File: config.mk
export PLATFORM = sky130hd
export DESIGN_NAME = fsmc_bus_master
export DESIGN_NICKNAME = d
export VERILOG_FILES = /design/src/rtl/fsmc_pkg.sv /design/src/rtl/fsmc_phase_timer.sv /design/src/rtl/fsmc_bus_master.sv
export SDC_FILE = /design/constraint.sdc
export NUM_CORES = 1
export LEC_CHECK = 0
export CAP_MARGIN = 0
export CORE_UTILIZATION = 39
export CTS_BUF_LIST = sky130_fd_sc_hd__clkbuf_4
export DETAILED_ROUTE_END_ITERATION = 6
export DONT_BUFFER_PORTS = 1
export SETUP_SLACK_MARGIN = 0.1
export SYNTH_ARGS = -nofsm -noshare
export SYNTH_HDL_FRONTEND = slang
export SYNTH_SLANG_ARGS = --single-unit
File: constraint.sdc
create_clock -name clk -period 2.25 [get_ports clk]
set_input_delay 0.225 -clock clk [delete_from_list [all_inputs] [get_ports clk]]
set_output_delay 0.225 -clock clk [all_outputs]
set_load 0.01 [all_outputs]
File: src/rtl/fsmc_pkg.sv
// Shared op encoding, state type and counter sizing for the FSMC-style bus master.
package fsmc_pkg;

    localparam logic [1:0] OP_NOP   = 2'd0;
    localparam logic [1:0] OP_ADDR  = 2'd1;
    localparam logic [1:0] OP_WRITE = 2'd2;
    localparam logic [1:0] OP_READ  = 2'd3;

    typedef enum logic [1:0] {
        StIdle,
        StSetup,
        StStrobe,
        StHold
    } fsmc_state_e;

    function automatic int unsigned cnt_width(input int unsigned a, input int unsigned b,
                                              input int unsigned c);
        int unsigned m;
        m = a;
        if (b > m) m = b;
        if (c > m) m = c;
        return $clog2(m + 1);
    endfunction

endpackage

File: src/rtl/fsmc_phase_timer.sv
// Loadable down-counter shared by the SETUP, STROBE and HOLD phases.
// done_o flags the last cycle of a phase, near_done_o the cycle before it.
module fsmc_phase_timer #(
    parameter int unsigned Width = 3
) (
    input  logic             clk,
    input  logic             reset_l,
    input  logic             load_i,
    input  logic [Width-1:0] load_val_i,
    output logic             done_o,
    output logic             near_done_o
);

    logic [Width-1:0] cnt_d, cnt_q;

    always_comb begin
        cnt_d = cnt_q;
        if (load_i) begin
            cnt_d = load_val_i;
        end else if (cnt_q != '0) begin
            cnt_d = cnt_q - 1'b1;
        end
    end

    always_ff @(posedge clk or negedge reset_l) begin
        if (!reset_l) begin
            cnt_q <= '0;
        end else begin
            cnt_q <= cnt_d;
        end
    end

    assign done_o      = (cnt_q == '0);
    assign near_done_o = (cnt_q == Width'(1));

endmodule

File: src/rtl/fsmc_bus_master.sv
// FSMC-style parallel-bus initiator: one command becomes a SETUP/STROBE/HOLD strobe sequence.
// Optional FSMC_CE_KEEP_EN: accept the next command in the last HOLD cycle and keep nce low.
module fsmc_bus_master
    import fsmc_pkg::*;
#(
    parameter int unsigned SETUP_CYC  = 2,
    parameter int unsigned STROBE_CYC = 6,
    parameter int unsigned HOLD_CYC   = 2
) (
    input  logic        clk,
    input  logic        reset_l,
    input  logic        cmd_valid,
    output logic        cmd_ready,
    input  logic [1:0]  cmd_op,
    input  logic [15:0] cmd_data,
    output logic        rsp_valid,
    output logic [15:0] rsp_data,
    output logic        nce,
    output logic        noe,
    output logic        nwe,
    output logic        ale,
    output logic        cle,
    output logic [15:0] data_o,
    output logic        data_oe,
    input  logic [15:0] data_i
);

`ifdef FSMC_CE_KEEP_EN
    localparam bit CeKeep = 1'b1;
`else
    localparam bit CeKeep = 1'b0;
`endif

    localparam int unsigned CntW = cnt_width(SETUP_CYC, STROBE_CYC, HOLD_CYC);
    localparam logic [CntW-1:0] SetupLd  = CntW'(SETUP_CYC - 1);
    localparam logic [CntW-1:0] StrobeLd = CntW'(STROBE_CYC - 1);
    localparam logic [CntW-1:0] HoldLd   = CntW'(HOLD_CYC - 1);

    fsmc_state_e state_d, state_q;
    logic [1:0]  op_d, op_q;
    logic        cmd_ready_d, cmd_ready_q;
    logic        rsp_valid_d, rsp_valid_q;
    logic [15:0] rsp_data_d, rsp_data_q;
    logic        nce_d, nce_q;
    logic        noe_d, noe_q;
    logic        nwe_d, nwe_q;
    logic        ale_d, ale_q;
    logic [15:0] data_o_d, data_o_q;
    logic        data_oe_d, data_oe_q;

    logic            tmr_load;
    logic [CntW-1:0] tmr_val;
    logic            tmr_done;
    logic            tmr_near;
    logic            accept;
    logic            start;
    logic            finish;

    assign accept = cmd_valid && cmd_ready_q;

    fsmc_phase_timer #(
        .Width(CntW)
    ) u_timer (
        .clk        (clk),
        .reset_l    (reset_l),
        .load_i     (tmr_load),
        .load_val_i (tmr_val),
        .done_o     (tmr_done),
        .near_done_o(tmr_near)
    );

    always_comb begin
        state_d     = state_q;
        op_d        = op_q;
        cmd_ready_d = cmd_ready_q;
        rsp_valid_d = 1'b0;
        rsp_data_d  = rsp_data_q;
        nce_d       = nce_q;
        noe_d       = noe_q;
        nwe_d       = nwe_q;
        ale_d       = ale_q;
        data_o_d    = data_o_q;
        data_oe_d   = data_oe_q;
        tmr_load    = 1'b0;
        tmr_val     = '0;
        start       = 1'b0;
        finish      = 1'b0;

        unique case (state_q)
            StIdle: begin
                cmd_ready_d = 1'b1;
                if (accept && cmd_op != OP_NOP) start = 1'b1;
            end
            StSetup: begin
                if (tmr_done) begin
                    state_d  = StStrobe;
                    tmr_load = 1'b1;
                    tmr_val  = StrobeLd;
                    if (op_q == OP_READ) noe_d = 1'b0;
                    else                 nwe_d = 1'b0;
                end
            end
            StStrobe: begin
                if (tmr_done) begin
                    state_d  = StHold;
                    tmr_load = 1'b1;
                    tmr_val  = HoldLd;
                    noe_d    = 1'b1;
                    nwe_d    = 1'b1;
                    // Read data is sampled on the same edge that releases noe.
                    if (op_q == OP_READ) begin
                        rsp_data_d  = data_i;
                        rsp_valid_d = 1'b1;
                    end
                    if (CeKeep && HOLD_CYC == 1) cmd_ready_d = 1'b1;
                end
            end
            StHold: begin
                if (CeKeep && tmr_near) cmd_ready_d = 1'b1;
                if (tmr_done) begin
                    if (accept && cmd_op != OP_NOP) start = 1'b1;
                    else                            finish = 1'b1;
                end
            end
            default: state_d = StIdle;
        endcase

        if (finish) begin
            state_d     = StIdle;
            nce_d       = 1'b1;
            ale_d       = 1'b0;
            data_oe_d   = 1'b0;
            cmd_ready_d = 1'b1;
        end

        // A back-to-back start from HOLD keeps nce low: it is never raised on this path.
        if (start) begin
            state_d     = StSetup;
            op_d        = cmd_op;
            nce_d       = 1'b0;
            ale_d       = (cmd_op == OP_ADDR);
            data_o_d    = cmd_data;
            data_oe_d   = (cmd_op != OP_READ);
            cmd_ready_d = 1'b0;
            tmr_load    = 1'b1;
            tmr_val     = SetupLd;
        end
    end

    always_ff @(posedge clk or negedge reset_l) begin
        if (!reset_l) begin
            state_q     <= StIdle;
            op_q        <= OP_NOP;
            cmd_ready_q <= 1'b0;
            rsp_valid_q <= 1'b0;
            rsp_data_q  <= '0;
            nce_q       <= 1'b1;
            noe_q       <= 1'b1;
            nwe_q       <= 1'b1;
            ale_q       <= 1'b0;
            data_o_q    <= '0;
            data_oe_q   <= 1'b0;
        end else begin
            state_q     <= state_d;
            op_q        <= op_d;
            cmd_ready_q <= cmd_ready_d;
            rsp_valid_q <= rsp_valid_d;
            rsp_data_q  <= rsp_data_d;
            nce_q       <= nce_d;
            noe_q       <= noe_d;
            nwe_q       <= nwe_d;
            ale_q       <= ale_d;
            data_o_q    <= data_o_d;
            data_oe_q   <= data_oe_d;
        end
    end

    assign cmd_ready = cmd_ready_q;
    assign rsp_valid = rsp_valid_q;
    assign rsp_data  = rsp_data_q;
    assign nce       = nce_q;
    assign noe       = noe_q;
    assign nwe       = nwe_q;
    assign ale       = ale_q;
    assign cle       = 1'b0;
    assign data_o    = data_o_q;
    assign data_oe   = data_oe_q;

endmodule

==> flow_summary.ini, run 1 <==
[outcome]
status = complete, no violations

[timing]
drv_slew = 0
period_needed_ns = 1.97
rsz0062_at_grt = no
setup_viol = 0
max_freq_ghz = 0.507
finClkSkew_ns = 0.0133
worst_slack_ns = 0.277
timing.final.crit_share_pct = 87.7
fin_setup_tns_ns = 0
hold_violations = 0

[finish]
final_common_cell = dfrtp_1
final_cell_count_no_fill = 257
multiInputGateArea_um2 = 769
layout.nets = 233
areaGrowthSynthToFinish_pct = 24.5
nFillCells = 430
final_util_pct = 51.5
layout.area.seq_um2 = 1150
diodes = 0
postLayoutCellArea_um2 = 2500
drive_gt1_share_pct = 28.4
layout_common_cells = dfrtp_1 (43), mux2_2 (34), dlygate4sd3_1 (34)

[setup_path]
cp.arrival_ns = 2.21
worstSetupPathType = flip-flop to flip-flop
endpoint_kind = flip-flop
max_stage_delay_ns = 0.41
worstPathRequired_ns = 2.48
cp_top_family = simple AND/OR/NAND/NOR gates
startpoint_type = flip-flop
path_cells = inv_1 -> ha_1 -> and2b_2 -> nand2_1 -> nor2_2 -> buf_4 -> mux2_2
worstPathMaxFanout = 17
cpMaxStageDelayCell = dfrtp_1
crit_buf_inv = 2

[place]
port_buffers = 0
dp.cells = 214
finalWeightedCongestion = 0.824
place_ws_ns = 0.236
placed_cell_area_um2 = 2070
dp_hpwl_um = 2720

[run]
drv_cap = 0

[clock_tree]
clk_pin_slew_worst_paths_ns = 0.13
numCtsBuffers = 5
clock_latency_ns = 0.35
cts.root.buffer_cell = clkbuf_4
cts_buffer_depth = 2
cts_setup_buffers = 0
h-tree-depth = 2
cts.sinks = 46
cts_tree = built

[power_and_ir_drop]
p_leak_uw = 0.00113
p_per_area_nw_per_um2 = 1260
irDropWorstVdd_mv = 0.485

[routing]
avgRoutedWirePerCell_um = 15.8
wl_um = 4060
vias = 1306
viasPerCell = 5.08
drc = 0
first_pass_iters = 4
antenna_left = 0
drt-initial-drc-count = 37

[logic_synthesis]
yosysWarnings = 0
syn-cell-area_um2 = 2010
synthArstFlopShare_pct = 100
synth.avg_cell_area_um2 = 13.3
ys_ff_latch = 46
ys.flop_type = dfrtp_1
syn_inst = 151
synth_nets = 195
synth-edff-count = 0
synth_cell_types = 27
ys_seq_area_share_pct = 57.6

[global_route]
grt_use_total_pct = 15.0
antenna_found_initial = 0
grt_max_degree = 47
grt_pass1_vias = 1313
grt_pass1_wl_um = 6030
overflow = 0

[floorplanning]
chipHeight_um = 73.7
die_x_um = 73.7
initial_utilization_pct = 41.4
rows = 25
io_pins = 77
coreArea_um2 = 4850
dieArea_um2 = 5430

[hold_path]
min_path_type = input port to flip-flop
-- kinds of logic (layout without fill, tap and decap cells) --
| logic type | Yosys count | in the layout | synth area share (%) |
|---|---|---|---|
| multiplexers | 34 | 34 | 19.1 |
| AND/OR/NAND/NOR | 21 | 21 | 5.55 |
| other | 1 | 1 | 0.187 |
| buffers and inverters | 15 | 54 | 4.12 |
| AO/OA/AOI/OAI | 27 | 27 | 9.11 |
| flip-flops | 46 | 46 | 57.6 |
| adder cells (fa/ha/maj) | 7 | 7 | 4.37 |
-- Yosys cell counts, drive strengths merged, types with 2 or more instances --
cell type,count,area share [%]
o21ai,6,1.5
dfstp,3,3.9
nand2,5,0.94
buf,4,2.1
a31oi,2,0.62
ha,7,4.4
nor3b,2,0.75
mux2,34,19
inv,9,1.7
nand3,2,0.50
dfrtp,43,54
clkbuf,2,0.37
a21oi,11,2.7
nor2,10,2.0
-- path summary, 6_finish.rpt --
path                       slack, ns                       end                    startpoint  cells after the start
setup / recovery                0.28  rsp_data[11]$_DFFE_PN0P_  u_timer.cnt_q[1]$_DFFE_PN0P_                      7
hold / removal                  0.04     data_o[9]$_DFFE_PN0P_                   cmd_data[9]                      1
setup reg to reg                0.28  rsp_data[11]$_DFFE_PN0P_  u_timer.cnt_q[1]$_DFFE_PN0P_                      7
hold reg to reg                 0.51           nce$_DFFE_PN1P_               nce$_DFFE_PN1P_                      2
max in group asynchronous       1.63           nwe$_DFFE_PN1P_                       reset_l                      2
min in group asynchronous       0.36    state_q[0]$_DFFE_PN0P_                       reset_l                      2
-- where the power goes --
group	internal, µW	switching, µW
combinational	555	527
sequential	1240	447
clock	135	247
total	1930	1220
-- metal layers --
layer  GRT usage, %  routed length [µm]
met5              0                   0
met4           6.62                 114
met3           5.35                 214
met2           25.8                2190
met1           16.7                1540
-- area by class of cell --
type | instances | share of cell area (%)
repair buffers | 37 | 15.8
well taps | 67 | 3.36
flip-flops and latches | 46 | 46.3
clock inverters | 2 | 0.551
inverters | 9 | 1.35
clock buffers | 6 | 1.80
multi-input cells | 90 | 30.8
-- state kept, by name, indices dropped and copies added (netlist names) --
name	count
data_oe	1
data_o	16
op_q	2
nce	1
state_q	2
rsp_valid	1
cmd_ready	1
u_timer.cnt_q	3
nwe	1
noe	1
ale	1
rsp_data	16
-- repair_timing --
item,CTS,global route
resized for setup,0,1
endpoints found under the setup margin,0,16
hold buffers,20,15
endpoints found under the hold margin,65,15
-- per-stage QoR --
stage	power, µW	hold WS [ns]
2_1_floorplan	2450	-0.0706
3_3_place_gp	2630	-0.0690
3_5_place_dp	2710	-0.0692
4_1_cts	3160	0.00170
5_1_grt	3370	0.00432
6_report	3150	0.0367
(Power assumes the default switching activity.)
==> inputs of run 2 (changes only) <==
CTS_CLUSTER_DIAMETER = 50   (was default)
CTS_CLUSTER_SIZE = 30   (was default)
PLACE_DENSITY = 0.61   (was default)
==> run 2 against run 1 <==
Maximum frequency down 0.57%. Routed wire length down 5.4%. Die area unchanged. Non-clock buffer count down 1. Register-to-register slack about the same. Worst hold slack worse by 0.013 ns. Combinational power about the same. Final cell count down 0.39%. Largest cell class unchanged. Largest power group unchanged.
==> flow_summary.ini, run 2 (synthesis gave the netlist of run 1 again) <==
[outcome]
status = complete, no violations

[routing]
avgRoutedWirePerCell_um = 15.0
wl_um = 3840
first_pass_iters = 4
drc = 0
viasPerCell = 5.06
drt-initial-drc-count = 34
antenna_left = 0
vias = 1295

[place]
port_buffers = 0
finalWeightedCongestion = 0.787
dp_hpwl_um = 2630
placed_cell_area_um2 = 2070
place_ws_ns = 0.193

[timing]
rsz0062_at_grt = no
drv_slew = 0
max_freq_ghz = 0.504
period_needed_ns = 1.98
worst_slack_ns = 0.266
finClkSkew_ns = 0.00317
hold_violations = 0
setup_viol = 0
hold_slack_ns = 0.0237
fin_setup_tns_ns = 0
timing.final.crit_share_pct = 88.2

[setup_path]
reg2reg_from = state_q[0]$_DFFE_PN0P_
reg2reg_depth = 5
max_stage_delay_ns = 0.46
worstPathRequired_ns = 2.49
endpoint_kind = flip-flop
cp.arrival_ns = 2.23
cpMaxStageDelayCell = ha_1
path_cells = inv_1 -> ha_1 -> a211oi_4 -> buf_12 -> mux2_2
worstSetupPathType = flip-flop to flip-flop
cp_top_family = adder cells
crit_buf_inv = 2
worstPathMaxFanout = 22
startpoint_type = flip-flop
r2r_end = data_o[15]$_DFFE_PN0P_
r2r_slack_ns = 0.27

[clock_tree]
cts_setup_buffers = 0
cts.root.buffer_cell = clkbuf_4
cts_tree = built
clock_latency_ns = 0.35
clk_pin_slew_worst_paths_ns = 0.12
numCtsBuffers = 5
h-tree-depth = 2
cts_buffer_depth = 2
cts.sinks = 46

[floorplanning]
die_x_um = 73.7
chipHeight_um = 73.7
dieArea_um2 = 5430
coreArea_um2 = 4850
io_pins = 77
rows = 25
initial_utilization_pct = 41.4

[global_route]
antenna_found_initial = 0
grt_pass1_wl_um = 5860
grt_max_degree = 47
grt_use_total_pct = 14.5
grt_pass1_vias = 1277
overflow = 0

[finish]
layout.nets = 232
areaGrowthSynthToFinish_pct = 23.7
drive_gt1_share_pct = 27.5
postLayoutCellArea_um2 = 2480
final_common_cell = dfrtp_1
final_util_pct = 51.2
layout_common_cells = dfrtp_1 (43), mux2_2 (34), dlygate4sd3_1 (33)
nFillCells = 434
diodes = 0

[power_and_ir_drop]
p_per_area_nw_per_um2 = 1260
irDropWorstVdd_mv = 0.574
p_leak_uw = 0.00113

[hold_path]
min_path_type = input port to flip-flop
worstHoldPathCells = 1
hp-start = cmd_data[6]
hold-path-endpoint = data_o[6]$_DFFE_PN0P_

[run]
drv_cap = 0
==> run 2: cell types whose count changed in the layout (fill, tap and decap cells not counted) <==
cell,before,now
clkinv_1,0,2
clkbuf_4,6,5
clkinv_2,1,0
dlygate4sd3_1,34,33
==> run 2: where the power goes <==
| group | total (µW) | internal (µW) | switching, µW | leakage (µW) |
|---|---|---|---|---|
| Sequential | 1680 | 1240 | 443 | 0.000570 |
| Combinational | 1070 | 552 | 514 | 0.000525 |
| Clock | 365 | 117 | 248 | 0.0000303 |
| Total | 3110 | 1910 | 1200 | 0.00113 |
==> run 2: repair_timing <==
action,CTS,global route
gates resized for setup,0,1
endpoints found under the hold margin,62,17
endpoints found under the setup margin,0,16
hold buffers,17,17
==> run 2: layout make-up <==
class                      count  area (µm²)  area share [%]
sequential                    46        1150            46.5
tap                           67        83.8            3.38
timing repair buffer          36         385            15.5
clock buffer                   5        37.5            1.51
multi-input combinational     90         769            31.0
clock inverter                 3        16.3           0.656
inverter                       9        33.8            1.36
==> run 2: worst max-delay path by stage <==
| stage | from | end | slack [ns] | cells past startpoint |
|---|---|---|---|---|
| after floorplan | state_q[0]$_DFFE_PN0P_ | data_o[10]$_DFFE_PN0P_ | 0.37 | 6 |
| after global placement | u_timer.cnt_q[0]$_DFFE_PN0P_ | rsp_data[2]$_DFFE_PN0P_ | 0.33 | 7 |
| after detailed placement | u_timer.cnt_q[0]$_DFFE_PN0P_ | rsp_data[8]$_DFFE_PN0P_ | 0.19 | 7 |
| after CTS | u_timer.cnt_q[0]$_DFFE_PN0P_ | rsp_data[8]$_DFFE_PN0P_ | 0.17 | 7 |
| after global routing | u_timer.cnt_q[0]$_DFFE_PN0P_ | rsp_data[6]$_DFFE_PN0P_ | 0.12 | 7 |
| final | state_q[0]$_DFFE_PN0P_ | data_o[15]$_DFFE_PN0P_ | 0.27 | 5 |
==> run 2: layer usage <==
layer | GRT usage [%] | up-vias | wire (µm)
met5 | 0 | - | 0
met1 | 16.7 | 656 | 1520
met3 | 4.80 | 6 | 228
li1 | - | 590 | -
met2 | 24.6 | 43 | 2030
met4 | 6.41 | 0 | 61
==> run 2: through the flow <==
step                total power [µW]  cells
floorplan                       2450    151
global placement                2620    214
detailed placement              2700    214
CTS                             3110    239
global route                    3340    256
finish                          3110    256
==> inputs of run 3 (changes only) <==
==> constraint.sdc (replaced) <==
create_clock -name clk -period 2.25 [get_ports clk]
set_input_delay 0.3375 -clock clk [delete_from_list [all_inputs] [get_ports clk]]
set_output_delay 0.3375 -clock clk [all_outputs]
set_load 0.01 [all_outputs]
==> run 3 against run 2 <==
Die area unchanged. Sequential share of layout area increased by 6.9 points. Non-clock buffer count decreased by 32. Routed wire length decreased by 5.5%. Sequential power about the same. Combinational power decreased by 5%. Critical path depth unchanged. Worst setup slack got worse by 0.019 ns. Maximum frequency decreased by 0.97%. Utilization decreased by 6.6 points. First-iteration DRC count increased by 32%. Clock skew increased by 0.0032 ns.
==> flow_summary.ini, run 3 (synthesis gave the netlist of run 1 again) <==
[timing]
hold_slack_ns = 0.0704
setup_viol = 0
rsz0062_at_grt = no
finClkSkew_ns = 0.00632
worst_slack_ns = 0.246
period_needed_ns = 2.00
drv_slew = 0
timing.final.crit_share_pct = 89.0
hold_violations = 0
fin_setup_tns_ns = 0
max_freq_ghz = 0.499

[setup_path]
endpoint_kind = flip-flop
r2r_slack_ns = 0.25
max_stage_delay_ns = 0.46
worstSetupPathType = flip-flop to flip-flop
path_cells = inv_1 -> ha_1 -> a211oi_4 -> buf_12 -> mux2_2
r2r_end = data_o[8]$_DFFE_PN0P_
crit_buf_inv = 2
worstPathMaxFanout = 22
reg2reg_depth = 5
cpMaxStageDelayCell = ha_1
startpoint_type = flip-flop
cp_top_family = adder cells
reg2reg_from = state_q[0]$_DFFE_PN0P_
cp.arrival_ns = 2.25
worstPathRequired_ns = 2.49

[finish]
layout.nets = 200
final_common_cell = dfrtp_1
nFillCells = 459
postLayoutCellArea_um2 = 2160
areaGrowthSynthToFinish_pct = 7.74
layout_common_cells = dfrtp_1 (43), mux2_2 (34), a21oi_1 (11)
final_util_pct = 44.6
drive_gt1_share_pct = 33.1
diodes = 0

[clock_tree]
clk_pin_slew_worst_paths_ns = 0.13
numCtsBuffers = 5
cts.root.buffer_cell = clkbuf_4
cts_setup_buffers = 0
clock_latency_ns = 0.35
cts_buffer_depth = 2
cts.sinks = 46
h-tree-depth = 2
cts_tree = built

[hold_path]
hold-path-endpoint = data_oe$_DFFE_PN0P_
min_path_type = input port to flip-flop
worstHoldPathCells = 1
hp-start = cmd_op[0]

[routing]
vias = 1183
avgRoutedWirePerCell_um = 16.2
drc = 0
viasPerCell = 5.28
drt-initial-drc-count = 45
met3_length_um = 241
routed-wl-met2_um = 1890
top_layer_used = met4
antenna_left = 0
met1_length_um = 1440
first_pass_iters = 4
wl_um = 3630

[floorplanning]
initial_utilization_pct = 41.4
dieArea_um2 = 5430
rows = 25
coreArea_um2 = 4850
io_pins = 77
die_x_um = 73.7
chipHeight_um = 73.7

[global_route]
grt_pass1_vias = 1237
grt_pass1_wl_um = 5720
grt_max_degree = 47
overflow = 0
antenna_found_initial = 0
grt_use_total_pct = 14.1

[power_and_ir_drop]
irDropWorstVdd_mv = 0.577
p_leak_uw = 0.000991
p_per_area_nw_per_um2 = 1420

[place]
dp_hpwl_um = 2630
port_buffers = 0
place_ws_ns = 0.193
placed_cell_area_um2 = 2070
finalWeightedCongestion = 0.787

[run]
drv_cap = 0

[outcome]
status = complete, no violations
## run 3: cell count changes in the layout (fill, tap and decap cells not counted), sizes merged
cell,previous run,this run
dlygate4sd3,33,1
## run 3: worst max path at each step
stage | start | cells past startpoint | to | slack, ns
after CTS | u_timer.cnt_q[0]$_DFFE_PN0P_ | 7 | rsp_data[8]$_DFFE_PN0P_ | 0.17
final | state_q[0]$_DFFE_PN0P_ | 5 | data_o[8]$_DFFE_PN0P_ | 0.25
after global placement | u_timer.cnt_q[0]$_DFFE_PN0P_ | 7 | rsp_data[2]$_DFFE_PN0P_ | 0.33
after global routing | u_timer.cnt_q[0]$_DFFE_PN0P_ | 7 | rsp_data[6]$_DFFE_PN0P_ | 0.12
after floorplan | state_q[0]$_DFFE_PN0P_ | 6 | data_o[10]$_DFFE_PN0P_ | 0.37
after detailed placement | u_timer.cnt_q[0]$_DFFE_PN0P_ | 7 | rsp_data[8]$_DFFE_PN0P_ | 0.19
## run 3: cell type report
| class | instances | area, µm² | area share (%) |
|---|---|---|---|
| inverter | 9 | 33.8 | 1.56 |
| multi-input combinational | 90 | 769 | 35.6 |
| timing repair buffer | 4 | 65.1 | 3.01 |
| tap | 67 | 83.8 | 3.88 |
| sequential | 46 | 1150 | 53.4 |
| clock inverter | 3 | 16.3 | 0.753 |
| clock buffer | 5 | 37.5 | 1.74 |
## run 3: worst register-to-register path: cells and delay by family, from the launching register on
kind                     cells  cell delay [ns]
multiplexers                 1             0.36
flip-flops                   1             0.41
buffers and inverters        2             0.32
adder cells (fa/ha/maj)      1             0.46
AO/OA/AOI/OAI                1             0.34
## run 3: layer usage
metal  global-route usage [%]  up-vias
li1                         -      527
met1                     15.4      609
met5                        0        -
met4                     6.41        0
met2                     24.7       41
met3                     4.94        6
## run 3: what timing repair did
action	in CTS	in global routing
hold endpoints to repair	46	0
gates resized for setup	0	1
setup endpoints to repair	0	16
hold buffers	2	0
## run 3: metrics by stage
| stage | total power, µW | cells |
|---|---|---|
| global route | 3290 | 224 |
| global placement | 2620 | 214 |
| finish | 3060 | 224 |
| CTS | 3090 | 224 |
| detailed placement | 2700 | 214 |
| floorplan | 2450 | 151 |
## run 3: power breakdown
group	internal [µW]	switching (µW)	total (µW)
Combinational	515	509	1020
Sequential	1240	435	1680
Clock	117	246	363
